[src/rtl/led_trail_pwm.sv]
// PWM-dimmed LED driver that turns a rotating one-hot pattern into a fading comet trail.
// Define LED_TRAIL_GAMMA_EN to compare a squared (gamma-corrected) level against the PWM counter.
module led_trail_pwm #(
    parameter int LED_N      = 12,
    parameter int PWM_W      = 8,
    parameter int DECAY_DIV  = 50_000,
    parameter int DECAY_STEP = 16
) (
    input  logic             clk,
    input  logic             rst_n,
    input  logic [LED_N-1:0] pattern_in,
    input  logic             enable,
    output logic [LED_N-1:0] led_out,
    output logic             pwm_sync
);

    localparam int DEC_W = (DECAY_DIV > 1) ? $clog2(DECAY_DIV) : 1;
    localparam logic [PWM_W-1:0] LVL_MAX  = '1;
    localparam logic [PWM_W-1:0] STEP     = PWM_W'(DECAY_STEP);
    localparam logic [DEC_W-1:0] DEC_LAST = DEC_W'(DECAY_DIV - 1);

    logic [PWM_W-1:0] pwm_cnt_q, pwm_cnt_d;
    logic [DEC_W-1:0] dec_cnt_q, dec_cnt_d;
    logic [PWM_W-1:0] level_q [LED_N];
    logic [PWM_W-1:0] level_d [LED_N];
    logic [LED_N-1:0] led_q, led_d;
    logic             sync_q, sync_d;
    logic             decay_tick;

    // Brightness value actually compared against the PWM counter.
    function automatic logic [PWM_W-1:0] shade(input logic [PWM_W-1:0] lvl);
`ifdef LED_TRAIL_GAMMA_EN
        logic [2*PWM_W-1:0] sq;
        sq = {{PWM_W{1'b0}}, lvl} * {{PWM_W{1'b0}}, lvl};
        return sq[2*PWM_W-1:PWM_W];
`else
        return lvl;
`endif
    endfunction

    assign decay_tick = (dec_cnt_q == DEC_LAST);

    always_comb begin
        pwm_cnt_d = '0;
        dec_cnt_d = '0;
        sync_d    = 1'b0;
        led_d     = '0;
        for (int i = 0; i < LED_N; i++) begin
            level_d[i] = '0;
        end
        if (enable) begin
            pwm_cnt_d = pwm_cnt_q + 1'b1;
            dec_cnt_d = decay_tick ? '0 : dec_cnt_q + 1'b1;
            sync_d    = (pwm_cnt_q == '0);
            for (int i = 0; i < LED_N; i++) begin
                // Full level bypasses the compare so a lit LED has no PWM gap.
                led_d[i] = (level_q[i] == LVL_MAX) || (shade(level_q[i]) > pwm_cnt_q);
                if (pattern_in[i]) begin
                    level_d[i] = LVL_MAX;
                end else if (decay_tick) begin
                    level_d[i] = (level_q[i] > STEP) ? level_q[i] - STEP : '0;
                end else begin
                    level_d[i] = level_q[i];
                end
            end
        end
    end

    always_ff @(posedge clk or negedge rst_n) begin
        if (!rst_n) begin
            pwm_cnt_q <= '0;
            dec_cnt_q <= '0;
            led_q     <= '0;
            sync_q    <= 1'b0;
            for (int i = 0; i < LED_N; i++) begin
                level_q[i] <= '0;
            end
        end else begin
            pwm_cnt_q <= pwm_cnt_d;
            dec_cnt_q <= dec_cnt_d;
            led_q     <= led_d;
            sync_q    <= sync_d;
            for (int i = 0; i < LED_N; i++) begin
                level_q[i] <= level_d[i];
            end
        end
    end

    assign led_out  = led_q;
    assign pwm_sync = sync_q;

endmodule

[config.mk]
export PLATFORM = sky130hd
export DESIGN_NAME = led_trail_pwm
export DESIGN_NICKNAME = d
export VERILOG_FILES = /design/src/rtl/led_trail_pwm.sv
export SDC_FILE = /design/constraint.sdc
export NUM_CORES = 1
export LEC_CHECK = 0
export BUFFER_PORTS_ARGS = -buffer_cell sky130_fd_sc_hd__buf_4
export CORE_UTILIZATION = 40
export DETAILED_ROUTE_END_ITERATION = 8
export PLACE_DENSITY = 0.67
export SETUP_SLACK_MARGIN = 0.05
export SKIP_LAST_GASP = 1
export SYNTH_ARGS = -nofsm -noshare
export SYNTH_HDL_FRONTEND = slang
export SYNTH_SLANG_ARGS = --single-unit
[constraint.sdc]
create_clock -name clk -period 1.8 [get_ports clk]
set_clock_uncertainty 0.2 [all_clocks]
set_input_delay 0.18 -clock clk [delete_from_list [all_inputs] [get_ports clk]]
set_output_delay 0.18 -clock clk [all_outputs]
set_load 0.03 [all_outputs]
==> impl_metrics.py <==
metrics = {
    "routing": {
        "wl_per_cell_um": 17.0,
        "drc_errors": 4,
        "routed_wl_mm": 19.5,
        "drt_iter0_drc": 346,
        "firstDrtPassIters": 6,
        "via_count": 6484,
        "post_drt_via_cell_ratio": 5.63,
        "antenna_left": 0,
    },
    "sta": {
        "worst_slew_pin_slew_ns": 0.466,
        "rsz0062_at_grt": "yes",
        "fin_tns_setup_ns": -8.87,
        "holdWs_ns": 0.0322,
        "maxSlewViolCount": 0,
        "fin_ws_ns": -0.204,
        "finalSetupViolations": 78,
        "period_needed_ns": 2.00,
        "hold_viol": 0,
        "fin_crit_sh": 1.11,
        "max-slew-margin-rel": 0.690,
        "max_freq_mhz": 499,
    },
    "layout": {
        "num_antenna_cells": 0,
        "syn2layout_area_growth_pct": 35.0,
        "nets": 1068,
        "final_cell_mix": "buf_4 (104), ha_1 (102), dfrtp_1 (96)",
        "drive_gt1_frac": 0.271,
        "postLayoutCellArea_um2": 10100,
        "final_common_cell": "buf_4",
        "stdcell_count": 1151,
    },
    "clock_network": {
        "cts.clk_slew.worst_paths_ns": 0.07,
        "cts_buffer_depth": 2,
        "cts_root_buf": "clkbuf_16",
        "cts_htree_levels": 3,
        "cts_made_buffers": 9,
        "tritoncts": "done",
        "clock_latency_ns": 0.36,
        "clkSinkCount": 97,
    },
    "logic_synthesis": {
        "ys_types": 36,
        "avgSynthCellArea_um2": 9.50,
        "synth_area_um2": 7450,
        "synth_nets": 934,
        "synth-edff-count": 0,
        "synth_warnings": 0,
        "yosysSeqAreaShare": 0.326,
        "synthFlopType": "dfrtp_1",
        "syn_inst": 784,
        "ys_ff_latch": 97,
        "ys_async_sr_fraction": 1.00,
    },
    "die": {
        "die_h_um": 138,
        "die_area_um2": 19200,
        "io_pins": 28,
        "initial_core_util": 0.412,
        "rows": 49,
        "core_area_um2": 18100,
        "die_width_um": 138,
    },
    "place": {
        "gp_congestion": 0.817,
        "place_hpwl_mm": 12.5,
        "dpl_cell_area_um2": 8600,
        "io_buffers": 27,
        "dpl.cell_count": 1102,
    },
    "global_route": {
        "antenna_found_initial": 0,
        "grt_pass1_wl_mm": 31.2,
        "grt_usage": 0.201,
        "grt_max_degree": 41,
        "grt_pass1_vias": 6362,
        "grt-ovfl-total": 0,
    },
    "setup_path": {
        "cp-start-kind": "flip-flop",
        "slowest_stage": "dfrtp_1",
        "crit_path_end_kind": "flip-flop",
        "cp.buffers_inverters": 1,
        "worstPathMaxFanout": 40,
        "crit_type": "flip-flop to flip-flop",
        "path_cells": "nor4bb_2, and4_4, buf_12, a21boi_0, o31a_1",
        "cpPeakStageDelay_ns": 0.39,
        "required_ns": 1.84,
        "cp.arrival_ns": 2.04,
        "critPathTopFamily": "simple AND/OR/NAND/NOR gates",
    },
    "pwr": {
        "p_leak_uw": 0.00432,
        "p_per_area_nw_per_um2": 603,
        "report.power.total_uw": 6070,
        "irDropWorstVdd_v": 0.000478,
    },
    "flow_run": {
        "drv_cap": 0,
    },
    "run_status": {
        "status": "complete, but fails checks",
        "violations": "DRC, setup timing",
    },
    "hold_path": {
        "hold_class": "input port to flip-flop",
    },
}
==> metrics by stage <==
stage	utilization	worst slack, ns
after global placement	0.476	-0.142
after detailed placement	0.476	-0.191
after global routing	0.556	-0.308
final	0.556	-0.204
after CTS	0.517	-0.145
after floorplan	-	-0.116
==> worst reg2reg max path, delay by kind of cell (launching register included) <==
| family | cells | cell delay, ns |
|---|---|---|
| AO/OA/AOI/OAI | 2 | 0.41 |
| buffers and inverters | 1 | 0.20 |
| AND/OR/NAND/NOR | 2 | 0.70 |
| flip-flops | 1 | 0.39 |
==> final cells by class <==
| cell class | count | area [um^2] |
|---|---|---|
| Fill cell | 1498 | 8030 |
| Sequential cell | 97 | 2430 |
| Tap cell | 229 | 287 |
| Clock buffer | 12 | 256 |
| Clock inverter | 3 | 40.0 |
| Timing Repair Buffer | 143 | 1350 |
| Timing Repair inverter | 1 | 30.0 |
| Inverter | 64 | 248 |
| Multi-Input combinational cell | 602 | 5420 |
==> logic make-up (layout without fill, tap and decap cells) <==
kind of cell,Yosys count,after routing,share of synthesized area
AO/OA/AOI/OAI,197,197,0.190
XOR/XNOR,19,19,0.0223
adder cells (fa/ha/maj),135,135,0.227
buffers and inverters,86,223,0.0465
flip-flops,97,97,0.326
AND/OR/NAND/NOR,250,251,0.188
==> Yosys cell counts, types with 3 or more instances <==
| master | n | area, um^2 |
|---|---|---|
| nor4b_1 | 4 | 35.0 |
| nor4_1 | 8 | 50.1 |
| buf_4 | 4 | 30.0 |
| clkbuf_1 | 11 | 41.3 |
| nor2b_1 | 22 | 138 |
| nand2_1 | 17 | 63.8 |
| nand2b_1 | 3 | 18.8 |
| dfrtp_1 | 97 | 2430 |
| o211ai_1 | 12 | 90.1 |
| nand4_1 | 29 | 181 |
| o221ai_1 | 12 | 105 |
| nor2_1 | 62 | 233 |
| xor2_1 | 3 | 26.3 |
| ha_1 | 135 | 1690 |
| and3_1 | 13 | 81.3 |
| buf_2 | 7 | 35.0 |
| nand3_1 | 7 | 35.0 |
| o21a_1 | 34 | 255 |
| o31a_1 | 48 | 420 |
| and4b_1 | 9 | 90.1 |
| a211oi_1 | 15 | 113 |
| a21boi_0 | 22 | 165 |
| a21oi_1 | 29 | 145 |
| and4_1 | 14 | 123 |
| xnor2_1 | 16 | 140 |
| o21ai_0 | 25 | 125 |
| nor3_1 | 46 | 230 |
| and2_1 | 8 | 50.1 |
| inv_1 | 64 | 240 |
==> layer usage <==
metal | up-vias | wire [um] | GRT usage | part of all wire
met5 | - | 0 | 0 | 0
met1 | 3173 | 9200 | 0.265 | 0.47
met2 | 93 | 9580 | 0.336 | 0.49
met4 | 0 | 269 | 0.0739 | 0.014
li1 | 3199 | - | - | -
met3 | 19 | 461 | 0.0253 | 0.024
==> where the power goes <==
part           switching [uW]  leakage (uW)  internal (uW)  total (uW)
registers                 175       0.00125           2320        2490
clock network             870      0.000148           1140        2010
logic                     805       0.00292            758        1560
==> final timing paths <==
| kind | startpoint | to | slack, ns | cells past startpoint |
|---|---|---|---|---|
| min in group asynchronous | rst_n | level_q[44] | 0.12 | 2 |
| setup reg to reg | dec_cnt_q[4] | level_q[63] | -0.20 | 5 |
| setup / recovery | dec_cnt_q[4] | level_q[63] | -0.20 | 5 |
| hold reg to reg | dec_cnt_q[0] | dec_cnt_q[0] | 0.35 | 2 |
| max in group asynchronous | rst_n | level_q[69] | 0.70 | 3 |
| hold / removal | enable | level_q[87] | 0.03 | 2 |
==> flip-flops by register name, indices dropped and copies added, names as in the netlist <==
name	count
level_q	60
dec_cnt_q	16
led_out	12
pwm_cnt_q	8
pwm_sync	1
==> what timing repair did <==
| action | CTS | global route |
|---|---|---|
| resized for setup | 55 | 92 |
| hold buffers | 13 | 0 |
| pin swaps | 20 | 49 |
| setup buffers | 6 | 12 |
| endpoints found under the setup margin | 86 | 87 |
| gates cloned | 1 | 3 |
| hold endpoints to repair | 151 | 0 |
(Power assumes the default switching activity.)
